$ cat src/rtl/spram_pattern_tester.sv
// rtl/spram_pattern_tester.sv - LFSR write/read-back pattern tester driving one iCE40 SB_SPRAM256KA
// Optional write-data fault injection input: SPRAM_TESTER_INJECT_EN

module spram_pattern_tester #(
  parameter int          ADDR_WIDTH = 14,
  parameter logic [15:0] SEED       = 16'hACE1,
  parameter int          ERR_WIDTH  = 16,
  parameter int          LOOP       = 1
) (
  input  logic                  clk,
  input  logic                  reset_n,
  input  logic                  start,
  input  logic                  stop,
`ifdef SPRAM_TESTER_INJECT_EN
  input  logic                  inject,
`endif
  output logic [ADDR_WIDTH-1:0] ram_address,
  output logic [15:0]           ram_datain,
  output logic [3:0]            ram_maskwren,
  output logic                  ram_wren,
  output logic                  ram_chipselect,
  input  logic [15:0]           ram_dataout,
  output logic                  busy,
  output logic                  done,
  output logic                  error,
  output logic [ERR_WIDTH-1:0]  error_count,
  output logic [15:0]           pass_count
);

  typedef enum logic [2:0] {S_IDLE, S_WRITE, S_READ, S_DRAIN, S_END} state_t;

  state_t                state_q, state_d;
  logic [ADDR_WIDTH-1:0] cnt_q, cnt_d;
  logic [15:0]           lfsr_q, lfsr_d;
  logic                  parity_q, parity_d;
  logic                  stop_q, stop_d;
  logic                  busy_q, busy_d;
  logic                  done_q, done_d;
  logic                  error_q, error_d;
  logic [ERR_WIDTH-1:0]  err_cnt_q, err_cnt_d;
  logic [15:0]           pass_q, pass_d;
  logic [ADDR_WIDTH-1:0] addr_q, addr_d;
  logic [15:0]           din_q, din_d;
  logic [3:0]            mask_q, mask_d;
  logic                  wren_q, wren_d;
  logic                  cs_q, cs_d;
  logic [15:0]           exp1_q, exp1_d, exp2_q;
  logic                  vld1_q, vld1_d, vld2_q;

  logic                  last_addr, stop_pending, loop_on, inj;
  logic                  launch_wr, wr_parity;
  logic [15:0]           lfsr_step;

  assign last_addr    = (cnt_q == {ADDR_WIDTH{1'b1}});
  assign stop_pending = stop_q | stop;
  assign loop_on      = (LOOP != 0) && !stop_pending;
  assign lfsr_step    = {lfsr_q[14:0], lfsr_q[15] ^ lfsr_q[13] ^ lfsr_q[12] ^ lfsr_q[10]};

`ifdef SPRAM_TESTER_INJECT_EN
  assign inj = inject;
`else
  assign inj = 1'b0;
`endif

  always_ff @(posedge clk or negedge reset_n) begin
    if (!reset_n) state_q <= S_IDLE;
    else          state_q <= state_d;
  end

  always_comb begin
    state_d = state_q;
    case (state_q)
      S_IDLE:  if (start)     state_d = S_WRITE;
      S_WRITE: if (last_addr) state_d = S_READ;
      S_READ:  if (last_addr) state_d = S_DRAIN;
      S_DRAIN: if (cnt_q[0])  state_d = S_END;
      S_END:   state_d = loop_on ? S_WRITE : S_IDLE;
      default: state_d = S_IDLE;
    endcase
  end

  // Every ram_* value is computed here and registered, so the pins change only on clk.
  always_comb begin
    launch_wr = 1'b0;
    wr_parity = parity_q;
    cnt_d     = cnt_q;
    lfsr_d    = lfsr_q;
    parity_d  = parity_q;
    stop_d    = stop_q | (busy_q & stop);
    busy_d    = busy_q;
    done_d    = 1'b0;
    pass_d    = pass_q;
    addr_d    = '0;
    din_d     = '0;
    mask_d    = '0;
    wren_d    = 1'b0;
    cs_d      = 1'b0;
    exp1_d    = exp1_q;
    vld1_d    = 1'b0;
    error_d   = error_q;
    err_cnt_d = err_cnt_q;

    case (state_q)
      S_IDLE: begin
        if (start) begin
          busy_d    = 1'b1;
          launch_wr = 1'b1;
        end
      end
      S_WRITE: launch_wr = 1'b1;
      S_READ: begin
        cs_d   = 1'b1;
        addr_d = cnt_q;
        exp1_d = lfsr_q ^ {16{parity_q}};
        vld1_d = 1'b1;
        lfsr_d = last_addr ? SEED : lfsr_step;
        cnt_d  = cnt_q + 1'b1;
      end
      S_DRAIN: cnt_d = cnt_q[0] ? '0 : cnt_q + 1'b1;
      S_END: begin
        done_d   = 1'b1;
        pass_d   = pass_q + 1'b1;
        parity_d = ~parity_q;
        if (loop_on) begin
          launch_wr = 1'b1;
          wr_parity = ~parity_q;
        end else begin
          busy_d = 1'b0;
          stop_d = 1'b0;
        end
      end
      default: ;
    endcase

    // Address counter wraps to 0 after the last write, ready for the read sweep.
    if (launch_wr) begin
      cs_d   = 1'b1;
      wren_d = 1'b1;
      mask_d = 4'hF;
      addr_d = cnt_q;
      din_d  = lfsr_q ^ {16{wr_parity}} ^ {15'b0, inj};
      lfsr_d = last_addr ? SEED : lfsr_step;
      cnt_d  = cnt_q + 1'b1;
    end

    if (vld2_q && (ram_dataout != exp2_q)) begin
      error_d = 1'b1;
      if (err_cnt_q != {ERR_WIDTH{1'b1}}) err_cnt_d = err_cnt_q + 1'b1;
    end
  end

  always_ff @(posedge clk or negedge reset_n) begin
    if (!reset_n) begin
      cnt_q     <= '0;
      lfsr_q    <= SEED;
      parity_q  <= 1'b0;
      stop_q    <= 1'b0;
      busy_q    <= 1'b0;
      done_q    <= 1'b0;
      error_q   <= 1'b0;
      err_cnt_q <= '0;
      pass_q    <= '0;
      addr_q    <= '0;
      din_q     <= '0;
      mask_q    <= '0;
      wren_q    <= 1'b0;
      cs_q      <= 1'b0;
      exp1_q    <= '0;
      exp2_q    <= '0;
      vld1_q    <= 1'b0;
      vld2_q    <= 1'b0;
    end else begin
      cnt_q     <= cnt_d;
      lfsr_q    <= lfsr_d;
      parity_q  <= parity_d;
      stop_q    <= stop_d;
      busy_q    <= busy_d;
      done_q    <= done_d;
      error_q   <= error_d;
      err_cnt_q <= err_cnt_d;
      pass_q    <= pass_d;
      addr_q    <= addr_d;
      din_q     <= din_d;
      mask_q    <= mask_d;
      wren_q    <= wren_d;
      cs_q      <= cs_d;
      exp1_q    <= exp1_d;
      exp2_q    <= exp1_q;
      vld1_q    <= vld1_d;
      vld2_q    <= vld1_q;
    end
  end

  assign ram_address    = addr_q;
  assign ram_datain     = din_q;
  assign ram_maskwren   = mask_q;
  assign ram_wren       = wren_q;
  assign ram_chipselect = cs_q;
  assign busy           = busy_q;
  assign done           = done_q;
  assign error          = error_q;
  assign error_count    = err_cnt_q;
  assign pass_count     = pass_q;

endmodule
$ cat config.mk
export PLATFORM = sky130hd
export DESIGN_NAME = spram_pattern_tester
export DESIGN_NICKNAME = d
export VERILOG_FILES = /design/src/rtl/spram_pattern_tester.sv
export SDC_FILE = /design/constraint.sdc
export NUM_CORES = 1
export LEC_CHECK = 0
export ABC_CLOCK_PERIOD_IN_PS = 2200
export CORE_ASPECT_RATIO = 1.2
export CORE_MARGIN = 1
export CORE_UTILIZATION = 31
export CTS_BUF_LIST = sky130_fd_sc_hd__clkbuf_4 sky130_fd_sc_hd__clkbuf_8
export CTS_CLUSTER_SIZE = 10
export DETAILED_ROUTE_END_ITERATION = 16
export GPL_ROUTABILITY_DRIVEN = 1
export PLACE_DENSITY = 0.54
export SKIP_CTS_REPAIR_TIMING = 1
export SYNTH_ARGS = -nofsm -noshare
export SYNTH_HDL_FRONTEND = slang
export SYNTH_SLANG_ARGS = --single-unit
export TNS_END_PERCENT = 30
$ cat constraint.sdc
create_clock -name clk -period 2.2 [get_ports clk]
set_input_delay 0.22 -clock clk [delete_from_list [all_inputs] [get_ports clk]]
set_output_delay 0.22 -clock clk [all_outputs]
set_load 0.05 [all_outputs]
==> results of run 1 <==
==> cells in the mapped netlist (3+ instances only) <==
cell | instances | area, um^2
ha_1 | 4 | 50.05
o22a_1 | 7 | 61.31
nor2_1 | 57 | 214.0
clkbuf_1 | 12 | 45.04
nand4_1 | 15 | 93.84
a21oi_1 | 25 | 125.1
nand2_1 | 25 | 93.84
and2_1 | 14 | 87.58
nor3_1 | 5 | 25.02
dfstp_2 | 8 | 210.2
xor2_1 | 41 | 359.1
buf_2 | 5 | 25.02
a22o_1 | 8 | 70.07
inv_1 | 3 | 11.26
nor4_1 | 10 | 62.56
o21ai_0 | 12 | 60.06
mux2_2 | 4 | 45.04
and4_1 | 6 | 52.55
buf_6 | 3 | 33.78
and3_1 | 8 | 50.05
dfrtp_1 | 128 | 3203
buf_4 | 7 | 52.55
nand3_1 | 18 | 90.09
xnor2_1 | 47 | 411.6
==> worst paths after layout <==
path                       slack, ns          to        from
hold reg to reg                 0.35      vld2_q      vld1_q
min in group clk                0.35      vld2_q      vld1_q
setup reg to reg                0.19    cnt_q[9]  state_q[1]
hold / removal                  0.34  exp1_q[13]     reset_n
max in group asynchronous       1.12    cnt_q[1]     reset_n
setup / recovery                0.19    cnt_q[9]  state_q[1]
==> area by class of cell <==
type / instances / area, um^2 / area share
clock buffer: 20 / 262.8 / 0.03555
clock inverter: 12 / 130.1 / 0.01761
inverter: 6 / 23.77 / 0.003217
multi-input combinational: 331 / 2188 / 0.2961
sequential: 136 / 3416 / 0.4622
tap: 224 / 280.3 / 0.03792
timing repair buffer: 113 / 1090 / 0.1475
==> layer usage <==
metal	vias up	wire (um)
met5	-	0
met4	0	195
met3	17	645
met2	96	6033
met1	1937	5203
li1	1914	-
==> state kept, by name, summed over array words and instances, names as in the netlist <==
name            count
stop_q              1
exp1_q             16
ram_maskwren        1
parity_q            1
state_q             3
ram_chipselect      1
cnt_q              14
done                1
error_count        16
vld2_q              1
error               1
vld1_q              1
pass_count         16
ram_address        14
lfsr_q             16
exp2_q             16
ram_datain         16
busy                1
==> logic make-up (layout without fill, tap and decap cells) <==
group                    after synthesis  after routing  synth area share
AO/OA/AOI/OAI                         66             66           0.07586
XOR/XNOR                              88             88            0.1335
adder cells (fa/ha/maj)                4              4          0.008670
buffers and inverters                 35            151           0.03251
flip-flops                           136            136            0.5912
multiplexers                           4              4          0.007802
AND/OR/NAND/NOR                      169            169            0.1504
==> cell usage in the layout (no fill, tap or decap), drive strengths merged, types with 2 or more instances in the layout <==
cell type	count
nand3	18
xor2	41
nand2	25
xnor2	47
and3	8
nand4	15
clkdlybuf4s50	89
inv	4
nor4	10
a21oi	25
nor2	58
o31ai	2
or3	2
clkinv	10
buf	23
bufinv	2
clkinvlp	2
o22a	7
dfrtp	128
o21ai	13
dfstp	8
nor3	5
a22o	8
mux2	4
and4	6
clkbuf	20
and2	14
ha	4
nand2b	2
a31oi	2
==> worst max-delay path, cell delays in order (launching register included) <==
cell      delay (ns)
dfrtp_1         0.58
or2_2           0.20
o32a_1          0.22
a21boi_0        0.62
o21ai_0         0.19
o31ai_1         0.10
==> report_power, final <==
part	leakage (nW)	total, mW	switching [mW]	internal, mW
combinational	1.25	1.96	1.18	0.780
sequential	1.70	3.40	0.427	2.97
clock	0.199	2.00	0.943	1.06
total	3.15	7.35	2.55	4.81
==> per-stage QoR <==
step | setup slack [ns] | hold WS, ns | instances | instance area, um^2 | util
3_3_place_gp | 0.1190 | 0.2498 | 809 | 6985 | 0.3843
4_1_cts | 0.08911 | -0.2390 | 841 | 7378 | 0.4060
2_1_floorplan | 0.04978 | -0.07559 | 502 | 5776 | -
6_report | 0.1939 | 0.3437 | 842 | 7391 | 0.4067
5_1_grt | 0.002875 | 0.3642 | 842 | 7391 | 0.4067
3_5_place_dp | 0.08667 | 0.2580 | 809 | 6985 | 0.3843
==> qor.yml, run 1 <==
arrival_ns: 2.35
numCtsBuffers: 17
ios: 91
critPathLaunchType: "flip-flop"
clock_latency_ns: 0.44
htree_levels: 4
rows: 54
status: "finished, final reports clean"
grt_max_degree: 70
syn_inst: 502
ys.warnings.count: 0
slew_headroom: 0.5145
grt_pass1_vias: 3925
power_leakage_nw: 3.154
maxSlewViolCount: 0
antennaDiodeCount: 0
cp.required_ns: 2.54
clkSinkCount: 136
use_met1: 0.1540
wl_per_cell_um: 14.34
n_fill_cell: 1745
clk_pin_slew_ns: 0.07
drt_iter0_drc: 212
hold_violations: 0
layout_worst_path_cycle_share: 0.9119
worstMarginPinSlew_ns: 0.7218
die_area_mm2: 0.01917
worstSetupEndpointType: "flip-flop"
synth_ff_type: "dfrtp_1"
ys_seq_area_frac: 0.5912
clock-root-buffer: "clkbuf_8"
hpwl_um: 8746
vias_per_cell: 4.708
die_y_um: 151.5
reg2reg_depth: 5
drt-pass1-iter-count: 4
crit_type: "flip-flop to flip-flop"
ys_ff_latch: 136
grt_overflow_total: 0
routed_wl_um: 12080
synth_edf_count: 0
ir_drop_mv: 0.5648
antenna_left: 0
setup_viol: 0
power_mw: 7.355
area_growth_pct: 28.02
initial_core_util: 0.3176
rsz0062_at_grt: "false"
cp_max_fo: 12
antenna_found_initial: 0
syn_area_mm2: 0.005773
grt_util_all_layers: 0.1327
cts_buffer_depth: 2
syn_area_per_cell_um2: 11.50
routabilityCongestion: 0.8375
grt-busiest-layer: "met2"
fin_nets: 629
cts_tree: "yes"
ys_async_sr_fraction: 1.000
fp.dieW_um: 126.6
power_density_mw_per_mm2: 995.1
fmax_mhz: 498.5
fin_worst_skew_ns: 0.01249
met2_usage: 0.2249
drive_gt1_frac: 0.1294
grt_pass1_wl_um: 19450
min_period_ns: 2.006
met3_usage: 0.04354
core_mm2: 0.01817
maxCapViolCount: 0
route.detailed.drc: 0
vias: 3964
synth_nets: 526
fin_setup_tns_ns: 0
synthDistinctLibCells: 49
min_path_type: "input pin to async pin"
numPortBuffers: 90
Note: power is estimated with default switching activity, not from simulation.
==> inputs of run 2 (changes only) <==
--- a/config.mk
+++ b/config.mk
@@ -6,7 +6,7 @@
 export NUM_CORES = 1
 export LEC_CHECK = 0
 export ABC_CLOCK_PERIOD_IN_PS = 2200
-export CORE_ASPECT_RATIO = 1.2
+export CORE_ASPECT_RATIO = 1.4
 export CORE_MARGIN = 1
 export CORE_UTILIZATION = 31
 export CTS_BUF_LIST = sky130_fd_sc_hd__clkbuf_4 sky130_fd_sc_hd__clkbuf_8
==> run 2 against run 1 <==
Effect of this change: sequential share of layout area decreased by 0.51 points; final cell count is 1.8% higher; critical path depth down 4; die area is essentially flat; final area increased by 1.1%; clock power grew 15%; clock skew grew 0.0033 ns; maximum frequency grew 0.68%; sequential cell count is the same; global-route usage rose by 0.49 points; hold slack improved by 0.00093 ns; largest cell class unchanged; highest routed layer unchanged.
==> qor.yml, run 2 (synthesized netlist as in run 1, its figures left out) <==
layout_common_cells: "dfrtp_1 (126), clkdlybuf4s50_1 (89), nor2_1 (57)"
grt_util_all_layers: 0.1375
antenna_left: 0
critical_path.slowest_cell: "clkdlybuf4s50_1"
fin_worst_skew_ns: 0.01576
antennaDiodeCount: 0
fin_setup_tns_ns: 0
min_path_type: "flip-flop to flip-flop"
crit_type: "flip-flop to primary output"
routed_wl_um: 12440
fmax_mhz: 501.9
route.detailed.drc: 0
rows: 58
grt_pass1_wl_um: 20540
critPathTopFamily: "buffers and inverters"
arrival_ns: 1.77
area_growth_pct: 29.45
drt_iter0_drc: 265
cp.required_ns: 1.98
routabilityCongestion: 0.8030
n_fill_cell: 1744
fin_nets: 628
power_density_mw_per_mm2: 1025
clkSinkCount: 136
maxSlewViolCount: 0
hpwl_um: 8791
layout_commonest_cell: "dfrtp_1"
htree_levels: 4
vias: 3947
clock_latency_ns: 0.44
ios: 91
rsz0062_at_grt: "false"
vias_per_cell: 4.606
cp_max_fo: 7
hold_violations: 0
critPathLaunchType: "flip-flop"
setup_viol: 0
initial_core_util: 0.3195
drive_gt1_frac: 0.1264
grt_overflow_total: 0
critical-path-max-stage-delay_ns: 0.86
wl_per_cell_um: 14.52
grt_pass1_vias: 3983
maxCapViolCount: 0
status: "finished, final reports clean"
fp.dieW_um: 117.3
worstSetupEndpointType: "primary output"
cts_buffer_depth: 2
clock-root-buffer: "clkbuf_8"
min_period_ns: 1.993
cts_tree: "yes"
layout_worst_path_cycle_share: 0.9057
grt_max_degree: 68
clk_pin_slew_ns: 0.08
die_y_um: 163.5
ir_drop_mv: 0.6309
numPortBuffers: 90
antenna_found_initial: 0
core_mm2: 0.01807
holdWs_ns: 0.3446
die_area_mm2: 0.01918
power_leakage_nw: 3.180
numCtsBuffers: 17
worstMarginPinSlew_ns: 0.6502
path_buf_inv: 1
slew_headroom: 0.5666
drt-pass1-iter-count: 5
crit_chain: "clkdlybuf4s50_1"
[run 2: layout make-up]
class / count / area, um^2 / share of cell area
clock buffers: 21 / 282.8 / 0.03784
clock inverters: 11 / 170.2 / 0.02277
inverters: 6 / 23.77 / 0.003181
multi-input cells: 331 / 2186 / 0.2925
flip-flops and latches: 136 / 3416 / 0.4571
well taps: 240 / 300.3 / 0.04018
repair buffers: 112 / 1095 / 0.1465
[run 2: report_power, final]
part / internal (mW) / total [mW] / switching (mW)
registers: 2.97 / 3.39 / 0.423
logic: 0.782 / 1.97 / 1.19
clock network: 1.34 / 2.30 / 0.957
[run 2: layer usage]
metal,share of wire,routed length (um),GRT usage
met5,0,0,0
met4,0.011,134,0.05490
met3,0.041,515,0.04295
met2,0.51,6381,0.2391
met1,0.43,5409,0.1568
[run 2: path summary, 6_finish.rpt]
path / start / endpoint / slack, ns / depth (start not counted)
min in group asynchronous: reset_n / exp2_q[13] / 0.35 / 2
min reg2reg: vld1_q / vld2_q / 0.34 / 0
max in group asynchronous: reset_n / exp1_q[0] / 1.14 / 3
max reg2reg: error_count[0] / error_count[1] / 0.31 / 6
max: error_count[5] / error_count[5] / 0.21 / 1
min: vld1_q / vld2_q / 0.34 / 0
[run 2: per-stage QoR]
stage	util	std cells	power, mW	setup slack, ns	instance area [um^2]
after floorplan	-	502	4.670	0.04978	5776
after global placement	0.3880	824	5.427	0.09502	7010
after detailed placement	0.3880	824	5.433	0.1015	7010
after CTS	0.4130	856	7.783	0.1641	7463
after global routing	0.4136	857	8.035	0.1274	7473
final	0.4136	857	7.663	0.2075	7473
[run 2: worst register-to-register path, stage by stage, from the launching register on]
cell and delay (ns):
dfrtp_2 0.44, ha_1 0.24, and4_1 0.26, nand3_1 0.12, nor2_1 0.06, or3_1 0.37
mux2_2 0.29
